$ cat src/rtl/bar_collision_scorer.sv
// Per-frame player/bar collision check with cleared-bar scoring and timed respawn.
// Optional high-score register enabled by defining BAR_COLLISION_HISCORE_EN.
module bar_collision_scorer #(
    parameter int unsigned NUM_BARS       = 6,
    parameter int unsigned COORD_W        = 10,
    parameter int unsigned BAR_X0         = 80,
    parameter int unsigned BAR_PITCH      = 80,
    parameter int unsigned BAR_W          = 80,
    parameter int unsigned PLAYER_HALF    = 20,
    parameter int unsigned SCORE_W        = 10,
    parameter int unsigned RESPAWN_CYCLES = 2
) (
    input  logic                          clk,
    input  logic                          reset,
    input  logic                          tick,
    input  logic [NUM_BARS*COORD_W-1:0]   bar_top,
    input  logic [NUM_BARS*COORD_W-1:0]   bar_len,
    input  logic [COORD_W-1:0]            player_h,
    input  logic [COORD_W-1:0]            player_v,
    output logic [SCORE_W-1:0]            score,
    output logic                          hit,
    output logic                          reset_player
`ifdef BAR_COLLISION_HISCORE_EN
    ,
    output logic [SCORE_W-1:0]            hiscore
`endif
);

    localparam int unsigned E     = COORD_W + 2;
    localparam int unsigned CNT_W = (RESPAWN_CYCLES < 2) ? 1 : $clog2(RESPAWN_CYCLES + 1);
    localparam int unsigned POP_W = $clog2(NUM_BARS + 1);
    localparam int unsigned SUM_W = SCORE_W + 6;

    typedef enum logic {RESPAWN, PLAY} state_t;

    state_t              state;
    logic [CNT_W-1:0]    cnt;
    logic [NUM_BARS-1:0] passed;
    logic [NUM_BARS-1:0] collide;
    logic [NUM_BARS-1:0] clear_now;

    logic [E-1:0] ph, pv, ph_hi, pv_hi;
    assign ph    = E'(player_h);
    assign pv    = E'(player_v);
    assign ph_hi = ph + E'(PLAYER_HALF);
    assign pv_hi = pv + E'(PLAYER_HALF);

    // All tests are phrased as sums so nothing underflows near coordinate 0.
    for (genvar g = 0; g < NUM_BARS; g++) begin : g_bar
        localparam logic [E-1:0] XL   = E'(BAR_X0 + g * BAR_PITCH);
        localparam logic [E-1:0] XR_H = E'(BAR_X0 + g * BAR_PITCH + BAR_W + PLAYER_HALF);
        logic [E-1:0] top, bot_h;
        assign top   = E'(bar_top[g*COORD_W +: COORD_W]);
        assign bot_h = top + E'(bar_len[g*COORD_W +: COORD_W]) + E'(PLAYER_HALF);
        assign collide[g]   = (ph_hi > XL) && (ph < XR_H) && (pv_hi > top) && (pv < bot_h);
        assign clear_now[g] = (ph >= XR_H) && !passed[g];
    end

    logic [POP_W-1:0]   pop;
    logic [SUM_W-1:0]   sum;
    logic [SCORE_W-1:0] score_next;

    always_comb begin
        pop = '0;
        for (int unsigned i = 0; i < NUM_BARS; i++)
            pop = pop + POP_W'(clear_now[i]);
        sum = SUM_W'(score) + SUM_W'(pop);
        if (sum > SUM_W'({SCORE_W{1'b1}}))
            score_next = '1;
        else
            score_next = sum[SCORE_W-1:0];
    end

    always_ff @(posedge clk or posedge reset) begin
        if (reset) begin
            state        <= RESPAWN;
            cnt          <= CNT_W'(RESPAWN_CYCLES);
            score        <= '0;
            passed       <= '0;
            hit          <= 1'b0;
            reset_player <= 1'b1;
`ifdef BAR_COLLISION_HISCORE_EN
            hiscore      <= '0;
`endif
        end else begin
            hit <= 1'b0;
            case (state)
                RESPAWN: begin
                    cnt <= cnt - 1'b1;
                    if (cnt == CNT_W'(1)) begin
                        state        <= PLAY;
                        reset_player <= 1'b0;
                    end
                end
                PLAY: begin
                    if (tick) begin
                        if (|collide) begin
                            hit          <= 1'b1;
                            state        <= RESPAWN;
                            cnt          <= CNT_W'(RESPAWN_CYCLES);
                            reset_player <= 1'b1;
                            score        <= '0;
                            passed       <= '0;
`ifdef BAR_COLLISION_HISCORE_EN
                            if (score > hiscore)
                                hiscore <= score;
`endif
                        end else begin
                            passed <= passed | clear_now;
                            score  <= score_next;
                        end
                    end
                end
                default: begin
                    state        <= RESPAWN;
                    cnt          <= CNT_W'(RESPAWN_CYCLES);
                    reset_player <= 1'b1;
                end
            endcase
        end
    end

endmodule

$ cat config.mk
export PLATFORM = sky130hd
export DESIGN_NAME = bar_collision_scorer
export DESIGN_NICKNAME = d
export VERILOG_FILES = /design/src/rtl/bar_collision_scorer.sv
export SDC_FILE = /design/constraint.sdc
export NUM_CORES = 1
export LEC_CHECK = 0
export CORE_UTILIZATION = 55
export CTS_CLUSTER_DIAMETER = 50
export DETAILED_ROUTE_END_ITERATION = 8
export DONT_BUFFER_PORTS = 1
export MAX_ROUTING_LAYER = met4
export PLACE_DENSITY = 0.7
export SETUP_SLACK_MARGIN = 0.4
export SLEW_MARGIN = 20
export SYNTH_ARGS = -nofsm -noshare
export SYNTH_HDL_FRONTEND = slang
export SYNTH_SLANG_ARGS = --single-unit
$ cat constraint.sdc
create_clock -name clk -period 4.15 [get_ports clk]
set_input_delay 0.6225 -clock clk [delete_from_list [all_inputs] [get_ports clk]]
set_output_delay 0.6225 -clock clk [all_outputs]
set_load 0.005 [all_outputs]
==> summary.md, run 1 <==
| Metric | Value |
|---|---|
| Die outline height | ~120 um |
| Cell variety after synth | 69 |
| Critical R2R Capture | score[7] |
| Max-Slew Margin vs Limit | ~36% |
| Synth Flop Type | dfrtp_1 |
| Crit path DAT | 4.10 ns |
| DRT antenna net count | 0 |
| Die area | 14900 sq um |
| Total Nets Final | between 1000 and 1500 |
| Mean Syn Cell Area | between 7 and 8 sq um |
| Cells on worst reg2reg path | 14 |
| GRT overflow | 0 |
| CTS buffer count | 3 |
| Post-Route WL | about 22000 um |
| Worst-path clk slew | approximately 0.060 ns |
| Startpoint types | primary input |
| Placer Congestion | approximately 0.90 |
| Layout overhead on the synthesized area | 18.0% |
| Worst Hold Class | primary input to async pin |
| Number of remaining DRC errors | 0 |
| Initial DRC Count | ~470 |
| Post-synthesis adder-cell area fraction | 39.8% |
| Max incr delay on CP | about 0.20 ns |
| Gr usage total | between 30% and 40% |
| CTS H-tree depth | 1 |
| Xor/xnor share of the synthesized area | under 10% |
| Core footprint | about 14000 sq um |
| Reg-to-reg startpoint | passed[0] |
| Non-Filler Instances | 1270 |
| Port bufs | 0 |
| RSZ-0062 raised after global routing | yes |
| Via count | around 7600 |
| WHS | 0.409 ns |
| DR WL/cell | 17.4 um |
| Crit end category | register |
| Die X | 122 um |
| Critical path type | primary input to register |
| Largest family of logic cells by synthesized area | adder cells |
| Least-Margin Pin Slew | about 0.97 ns |
| P_leak | 4.60 nW |
| Tcrit/Tclk final | 96.6% |
| Initial core utilization | 56.6% |
| Setup ws final | between 0.1 and 0.15 ns |
| Ports | 155 |
| Hpwl dp | around 17000 um |
| Post-Synth Simple-Gate Area | roughly 15% |
| Synth Register Bits | 21 |
| Vias in the first global route | between 7000 and 8000 |
| Clock sink count | 21 |
| Hold buffers post-CTS | 0 |
| First-pass GRT wire length | approximately 35000 um |
| Outcome | finished, final reports clean |
| CP max FO | 9 |
| Filler cells | ~1200 |
| Multi-input logic area | between 7000 and 8000 sq um |
| Pwr Total | 2.50 mW |
| Share of cells above drive strength 1 | between 10% and 20% |
| Final Setup Violations | 0 |
| Site Rows | between 40 and 50 |
| Crit path capture | score[7] |
| Antenna violations before repair | 0 |
| Fin Clk Skew | roughly 0.0016 ns |
| CP max-delay cell | a211oi_4 |
| Worst slack at placement | -0.223 ns |
| Mapped Cells | ~1000 |
| Post-synthesis sequential area ratio | approximately 6.7% |
| Max cap viols | 0 |
| First-pass iteration count of the detailed router | 5 |
| Post-Synthesis Cell Area | roughly 7900 sq um |
| Sequential Area | 528 sq um |
| CTS tree | built |
| Async set-reset flop share out of synthesis | 100% |
| Root Buffer | clkbuf_16 |
| Vias per std cell | around 6.0 |
| Worst-case clock buffer depth | 2 |
| Critical Path Source | player_h[2] |
| Max Slew Vio Count | 0 |
| Most common cell type on the critical path | buf_6 |
| R2R Setup Slk | between 0.7 and 0.8 ns |
| Largest net degree at the start of global routing | 22 |
| Fin. Hold Viols | 0 |
| Post-synth EDFFs | 0 |
| Syn Nets | around 1400 |
| Syn. warnings | 0 |
| Compound-Gate Fraction of Synth Area | between 20% and 30% |
| Clock Latency Late Sink | 0.26 ns |
| Worst path required time | 4.24 ns |
| Max Clock Freq | between 200 and 250 MHz |
| Minimum clock period | roughly 4.0 ns |
| PwrDens | 267 nW/um^2 |
| Portion of netlist area occupied by mux cells | 0.126% |
| ANT cells | 0 |
| Final setup TNS | 0 ns |
| Maximum vdd drop | around 0.2 mV |
| Placed Cells | about 1200 |
==> how the worst min path moves through the flow <==
stage / start / to / slack [ns] / depth (start not counted)
floorplan: reset_player / reset_player / 0.47 / 2
global placement: reset_player / reset_player / 0.49 / 2
detailed placement: reset_player / reset_player / 0.49 / 2
CTS: reset / hit / 0.43 / 1
global route: tick / cnt[0] / 0.47 / 1
finish: reset / hit / 0.41 / 1
==> power breakdown <==
part / switching (mW) / leakage (nW) / internal [mW]
clock network: 0.0784 / 0.0409 / 0.130
registers: 0.0987 / 0.246 / 0.293
logic: 0.970 / 4.32 / 0.926
total: 1.15 / 4.60 / 1.35
==> metal layers <==
metal  GRT usage, %  wire, um
met3           5.06      1510
met2           52.9     10900
met1           36.2      9280
met4           5.94       384
met5              -         0
==> flip-flops by register name, indices dropped and copies added, names as in the netlist <==
register and flops:
score 10, state 1, passed 6, reset_player 1
cnt 2, hit 1
==> cell usage after synthesis (all sizes together) (8+ instances only) <==
library cell / number / area share [%]
a21oi: 93 / 6.2
nor3: 15 / 0.95
nand2: 50 / 2.4
inv: 131 / 6.2
a21o: 32 / 3.0
fa: 10 / 2.5
a211oi: 19 / 1.8
o21a: 10 / 0.95
nand2b: 10 / 0.79
xor2: 27 / 3.0
o21ai: 70 / 4.4
dfrtp: 19 / 6.0
a31oi: 20 / 1.8
ha: 236 / 37
nand3: 23 / 1.5
nor2b: 20 / 1.6
nor2: 61 / 2.9
xnor2: 20 / 2.2
nand4: 19 / 1.6
clkbuf: 12 / 0.57
o211ai: 9 / 0.92
o21bai: 8 / 0.76
==> layout make-up <==
type / instances / area share [%]
Timing Repair Buffer: 90 / 8.19
Inverter: 131 / 5.47
Tap cell: 180 / 2.41
Clock inverter: 1 / 0.0535
Sequential cell: 21 / 5.65
Multi-Input combinational cell: 844 / 77.4
Clock buffer: 3 / 0.803
==> cell usage in the layout, fill, tap and decap left out, drive strengths merged, types with 9 or more instances in the layout <==
master,count
nand2b,10
inv,131
dfrtp,19
o211ai,9
a21o,32
nor2b,20
a31oi,20
buf,90
nor2,61
nand4,19
nand3,23
ha,236
a211oi,19
xor2,27
o21ai,70
o21a,10
a21oi,93
nor3,15
fa,10
xnor2,20
nand2,50
==> metrics by stage <==
stage          util (%)  cell area, sq um
3_3_place_gp       61.9              8650
2_1_floorplan         -              8160
4_1_cts            65.4              9150
3_5_place_dp       61.9              8650
5_1_grt            66.8              9350
6_report           66.8              9350
==> cells by family (layout without fill, tap and decap cells) <==
| kind of cell | count (synthesis) | count (layout) |
|---|---|---|
| compound gates | 316 | 316 |
| mux | 1 | 1 |
| xor+xnor | 47 | 47 |
| simple gates | 234 | 234 |
| fa+ha+maj | 246 | 246 |
| flops | 21 | 21 |
| buf+inv | 148 | 225 |
==> timing repair <==
item,4_1_cts,5_1_grt
setup endpoints to repair,21,21
setup buffers,28,5
gates cloned,0,0
pin swaps,20,29
resized for setup,51,35
==> critical path, delay by kind of cell <==
family | cells | cell delay, ns
AO/OA/AOI/OAI | 4 | 0.45
adder cells (fa/ha/maj) | 1 | 0.14
buffers and inverters | 25 | 2.63
AND/OR/NAND/NOR | 3 | 0.24
Power figures use the tool's default switching activity.
==> inputs of run 2 (changes only) <==
==> constraint.sdc (replaced) <==
create_clock -name clk -period 4.15 [get_ports clk]
set_input_delay 0.6225 -clock clk [delete_from_list [all_inputs] [get_ports clk]]
set_output_delay 0.6225 -clock clk [all_outputs]
set_load 0.02 [all_outputs]
==> run 2 against run 1 <==
Effect of this change: combinational power hardly changed; non-clock buffer count grew 6; clock skew about the same; worst setup slack got worse by 0.060 ns; sequential power grew 11%; first-iteration DRC count is 8.6% lower; flip-flop and latch count unchanged; critical endpoint unchanged; highest routed layer unchanged.
==> summary.md, run 2 (synthesized netlist as in run 1, its figures left out) <==
| Metric | Value |
|---|---|
| Outcome | finished, final reports clean |
| ANT cells | 0 (unchanged) |
| Critical path type | primary input to register |
| GRT overflow | 0 (unchanged) |
| Largest register by flop count | score |
| CP max FO | 9 (unchanged) |
| Hpwl dp | 17200 um (+1.0%) |
| Non-Filler Instances | 1276 (+0.47%) |
| CTS H-tree depth | 1 (unchanged) |
| Gr usage total | 30.3% (+0.12 points) |
| Max Clock Freq | 246 MHz (-1.5%) |
| DR WL/cell | 17.6 um (+1.1%) |
| Core footprint | 14000 sq um (unchanged) |
| Commonest non-fill, non-tap cell in the layout | ha_1 |
| Placer Congestion | 0.928 (+3.5%) |
| Filler cells | 1208 (unchanged) |
| Max-Slew Margin vs Limit | 34.2% (-1.5 points) |
| Crit path buf inv count | 2 (-92%) |
| First-pass iteration count of the detailed router | 5 (unchanged) |
| Max cap viols | 0 (unchanged) |
| Fin Clk Skew | 0.00115 ns (-0.000461 ns) |
| Maximum vdd drop | 0.198 mV (-1.1%) |
| Max Slew Vio Count | 0 (unchanged) |
| P_leak | 4.63 nW (+0.56%) |
| Critical-path cell list | clkinv_8, ha_4, nor2b_4, nor3_2, o21ai_1, a31o_2, nor2b_4, fa_1, fa_1, inv_2, fa_2, fa_2, nor2b_4, o2111ai_2, or2_4, nand3_2, nand2_2, a21oi_2, nand4_1, o221ai_2 |
| Initial DRC Count | 426 (-8.6%) |
| Final Setup Violations | 0 (unchanged) |
| Port bufs | 0 (unchanged) |
| Tcrit/Tclk final | 98.0% (+1.4 points) |
| CP top delay family | adder cells |
| Hold buffers post-CTS | 0 (unchanged) |
| Worst Hold Class | primary input to async pin |
| Post-Route WL | 22400 um (+1.6%) |
| Worst path required time | 4.32 ns (+0.08 ns) |
| Max reg flops | 10 (unchanged) |
| Crit path DAT | 4.24 ns (+0.14 ns) |
| Final setup TNS | 0 ns (unchanged) |
| Root Buffer | clkbuf_16 |
| Largest net degree at the start of global routing | 22 (unchanged) |
| Via count | 7761 (+1.6%) |
| Startpoint types | primary input |
| Ports | 155 (unchanged) |
| Share of cells above drive strength 1 | 18.3% (+0.91 points) |
| Clock Latency Late Sink | 0.26 ns (about the same) |
| Die area | 14900 sq um (unchanged) |
| Commonest non-fill, non-tap cells in the layout | ha_1, inv_1, buf_4 |
| CP max-delay cell | fa_1 |
| Worst-case clock buffer depth | 2 (unchanged) |
| Minimum clock period | 4.07 ns (+0.0601 ns) |
| Least-Margin Pin Slew | 0.987 ns (+0.0220 ns) |
| Layout overhead on the synthesized area | 18.5% |
| Max incr delay on CP | 0.52 ns (+0.32 ns) |
| CTS buffer count | 3 (unchanged) |
| Most common cell type on the critical path | nor2b_4 |
| PwrDens | 272 nW/um^2 (+1.9%) |
| Vias in the first global route | 7319 (+1.5%) |
| Total Nets Final | 1486 (+0.41%) |
| DRT antenna net count | 0 (unchanged) |
| Die outline height | 122 um (unchanged) |
| Vias per std cell | 6.08 (+1.1%) |
| CTS tree | built |
| Fin. Hold Viols | 0 (unchanged) |
| Placed Cells | 1231 (-0.16%) |
| RSZ-0062 raised after global routing | yes |
| First-pass GRT wire length | 34800 um (+0.46%) |
| Die X | 122 um (unchanged) |
| Initial core utilization | 56.6% (unchanged) |
| Crit end category | register |
| Site Rows | 43 (unchanged) |
| Worst-path clk slew | 0.06 ns (about the same) |
| Antenna violations before repair | 0 (unchanged) |
| Largest regs | score x10, passed x6, cnt x2 |
| Clock sink count | 21 (unchanged) |
| Number of remaining DRC errors | 0 (unchanged) |
-- run 2: area by class of cell --
cell class	count	area (sq um)	area share [%]
Sequential cell	21	528	5.62
Clock inverter	1	5.00	0.0533
Clock buffer	3	75.1	0.799
Multi-Input combinational cell	844	7250	77.2
Inverter	131	520	5.54
Timing Repair Buffer	96	788	8.39
Tap cell	180	225	2.40
-- run 2: what timing repair did --
| action | CTS | global route |
|---|---|---|
| pin swaps | 33 | 22 |
| endpoints found under the setup margin | 21 | 21 |
| buffers inserted | 31 | 10 |
| gates resized for setup | 53 | 33 |
-- run 2: final timing paths --
kind	slack, ns	from	to	cells after the start
min reg2reg	0.51	passed[3]	passed[3]	2
min	0.42	reset	score[5]	1
min in group clk	0.48	tick	cnt[0]	1
max	0.08	player_h[2]	score[7]	20
max in group asynchronous	3.23	reset	passed[5]	1
max reg2reg	0.70	score[0]	score[7]	13
-- run 2: routing by layer --
layer  GRT usage (%)  routed length (um)  vias to the layer above
met2            55.0               11200                      212
li1                -                   -                     3888
met3            5.34                1410                       34
met1            34.7                9390                     3627
met5               -                   0                        -
met4            5.71                 406                        0
-- run 2: report_power, final --
part | internal, mW | total [mW] | switching, mW
combinational | 0.927 | 1.91 | 0.983
clock | 0.130 | 0.210 | 0.0800
sequential | 0.292 | 0.436 | 0.143
-- run 2: per-stage QoR --
stage	power [mW]	utilization [%]	worst slack, ns	instance area [sq um]	hold WS [ns]
6_report	2.56	67.1	0.0818	9390	0.415
2_1_floorplan	1.72	-	-0.156	8160	0.479
4_1_cts	2.45	65.7	0.0667	9190	0.436
3_5_place_dp	2.11	61.8	-0.266	8640	0.494
3_3_place_gp	2.06	61.8	-0.158	8640	0.493
5_1_grt	2.82	67.1	-0.0786	9390	0.471
==> inputs of run 3 (changes only) <==
--- a/config.mk
+++ b/config.mk
@@ -10,7 +10,7 @@
 export DETAILED_ROUTE_END_ITERATION = 8
 export DONT_BUFFER_PORTS = 1
 export MAX_ROUTING_LAYER = met4
-export PLACE_DENSITY = 0.7
+export PLACE_DENSITY = 0.8
 export SETUP_SLACK_MARGIN = 0.4
 export SLEW_MARGIN = 20
 export SYNTH_ARGS = -nofsm -noshare
==> run 3 against run 2 <==
Effect of this change: clock skew is essentially flat; combinational power grew 2%; non-clock buffer count shrank 9; global-route usage is essentially flat; via count grew 1.3%; routed wire length grew 0.62%; critical path depth shrank 1; cell count shrank 0.71%.
==> summary.md, run 3 (synthesized netlist as in run 1, its figures left out) <==
| Metric | Value |
|---|---|
| Crit path DAT | 4.27 ns (+0.03 ns) |
| Die X | 122 um (unchanged) |
| Minimum clock period | 4.08 ns (+0.0150 ns) |
| Clock sink count | 21 (unchanged) |
| Max cap viols | 0 (unchanged) |
| ANT cells | 0 (unchanged) |
| DRT antenna net count | 0 (unchanged) |
| Max Slew Vio Count | 0 (unchanged) |
| Site Rows | 43 (unchanged) |
| Tcrit/Tclk final | 98.4% (+0.36 points) |
| GRT overflow | 0 (unchanged) |
| CTS tree | built |
| Critical path type | primary input to register |
| Total Nets Final | 1477 (-0.61%) |
| Max incr delay on CP | 0.57 ns (+0.05 ns) |
| RSZ-0062 raised after global routing | yes |
| Placed Cells | 1232 (+0.081%) |
| Initial DRC Count | 665 (+56%) |
| Largest register by flop count | score |
| Outcome | finished, final reports clean |
| Core footprint | 14000 sq um (unchanged) |
| Clock Latency Late Sink | 0.26 ns (about the same) |
| Initial core utilization | 56.6% (unchanged) |
| CTS H-tree depth | 1 (unchanged) |
| Maximum vdd drop | 0.175 mV (-12%) |
| Commonest non-fill, non-tap cell in the layout | ha_1 |
| Share of cells above drive strength 1 | 17.4% (-0.95 points) |
| Antenna violations before repair | 0 (unchanged) |
| Least-Margin Pin Slew | 0.965 ns (-0.0225 ns) |
| Die area | 14900 sq um (unchanged) |
| Fin Clk Skew | 0.000969 ns (-0.000176 ns) |
| CP max-delay cell | fa_2 |
| Critical-path cell list | inv_12, ha_4, nor2b_4, nor3_2, o21ai_2, a31o_2, nor2b_4, fa_1, fa_2, inv_2, fa_2, fa_2, nor2b_4, o2111ai_2, or2_4, buf_4, nand3_1, o21ai_2, a21oi_2 |
| Filler cells | 1183 (-2.1%) |
| Startpoint types | primary input |
| Worst-path clk slew | 0.06 ns (about the same) |
| CTS buffer count | 3 (unchanged) |
| Via count | 7865 (+1.3%) |
| Commonest non-fill, non-tap cells in the layout | ha_1, inv_1, buf_4 |
| Post-Route WL | 22600 um (+0.62%) |
| Worst-case clock buffer depth | 2 (unchanged) |
| Gr usage total | 30.3% (about the same) |
| PwrDens | 278 nW/um^2 (+2.3%) |
| Non-Filler Instances | 1267 (-0.71%) |
| Vias per std cell | 6.21 (+2.1%) |
| DR WL/cell | 17.8 um (+1.3%) |
| Pwr Total | 2.59 mW (+1.4%) |
| Max Clock Freq | 245 MHz (-0.37%) |
| Ports | 155 (unchanged) |
| Root Buffer | clkbuf_16 |
| Max reg flops | 10 (unchanged) |
| Largest net degree at the start of global routing | 22 (unchanged) |
| Crit end category | register |
| Fin. Hold Viols | 0 (unchanged) |
| Placer Congestion | 0.935 (+0.79%) |
| Worst Hold Class | primary input to async pin |
| Hpwl dp | 17200 um (-0.38%) |
| Hold buffers post-CTS | 0 (unchanged) |
| P_leak | 4.57 nW (-1.3%) |
| Largest regs | score x10, passed x6, cnt x2 |
| Max-Slew Margin vs Limit | 35.7% (+1.5 points) |
| Final Setup Violations | 0 (unchanged) |
| Layout overhead on the synthesized area | 17.5% |
| First-pass GRT wire length | 34900 um (+0.36%) |
| Worst path required time | 4.33 ns (about the same) |
| Vias in the first global route | 7442 (+1.7%) |
| CP max FO | 9 (unchanged) |
| Port bufs | 0 (unchanged) |
| Die outline height | 122 um (unchanged) |
| Number of remaining DRC errors | 0 (unchanged) |
| First-pass iteration count of the detailed router | 6 (+1) |
-- run 3: cell count changes in the layout (fill, tap and decap cells not counted), moves of 3 or more --
cell     previous run  this run
a21oi_2            23        19
nor2b_2             4         1
a21oi_1            70        74
buf_6              18         7
-- run 3: critical path, delay by kind of cell --
| kind | cells | cell delay [ns] |
|---|---|---|
| compound gates | 5 | 0.62 |
| fa+ha+maj | 5 | 1.93 |
| buf+inv | 3 | 0.24 |
| simple gates | 6 | 0.83 |
-- run 3: final timing paths --
kind                             end  depth (start not counted)  slack [ns]        start
setup / recovery            score[3]                         19        0.07  player_h[2]
hold reg to reg            passed[3]                          2        0.51    passed[3]
max in group asynchronous  passed[5]                          1        3.24        reset
hold / removal              score[5]                          1        0.41        reset
min in group clk              cnt[0]                          1        0.48         tick
setup reg to reg            score[3]                         12        0.65     score[0]
-- run 3: routing by layer --
metal / global-route usage [%] / part of all wire (%) / up-vias
met5: - / 0 / -
met4: 7.87 / 2.7 / 0
met3: 4.12 / 7.4 / 57
met2: 52.9 / 49 / 331
met1: 36.4 / 41 / 3607
li1: - / - / 3870
-- run 3: layout make-up --
type                    count  area, sq um  share of cell area, %
inverters                 131          512                   5.50
clock buffers               4         78.8                  0.847
well taps                 180          225                   2.42
repair buffers             87          687                   7.38
flip-flops and latches     21          528                   5.67
multi-input cells         844         7280                   78.2
-- run 3: what timing repair did --
action / CTS / global route
gates resized for setup: 32 / 45
endpoints found under the hold margin: 0 / 0
endpoints found under the setup margin: 21 / 21
pin swaps: 20 / 18
buffers inserted: 23 / 8
-- run 3: stage by stage --
step	utilization, %	TNS [ns]	cell area [sq um]	setup slack, ns	hold slack (ns)
2_1_floorplan	-	-0.276	8160	-0.156	0.479
3_3_place_gp	61.8	-1.13	8650	-0.142	0.489
3_5_place_dp	61.8	-2.81	8650	-0.226	0.502
4_1_cts	64.6	0	9030	0.0326	0.423
5_1_grt	66.6	-0.626	9310	-0.111	0.477
6_report	66.6	0	9310	0.0668	0.408
-- run 3: where the power goes --
group	switching, mW	leakage [nW]	internal (mW)
registers	0.144	0.246	0.293
logic	1.01	4.29	0.933
clock network	0.0772	0.0382	0.131
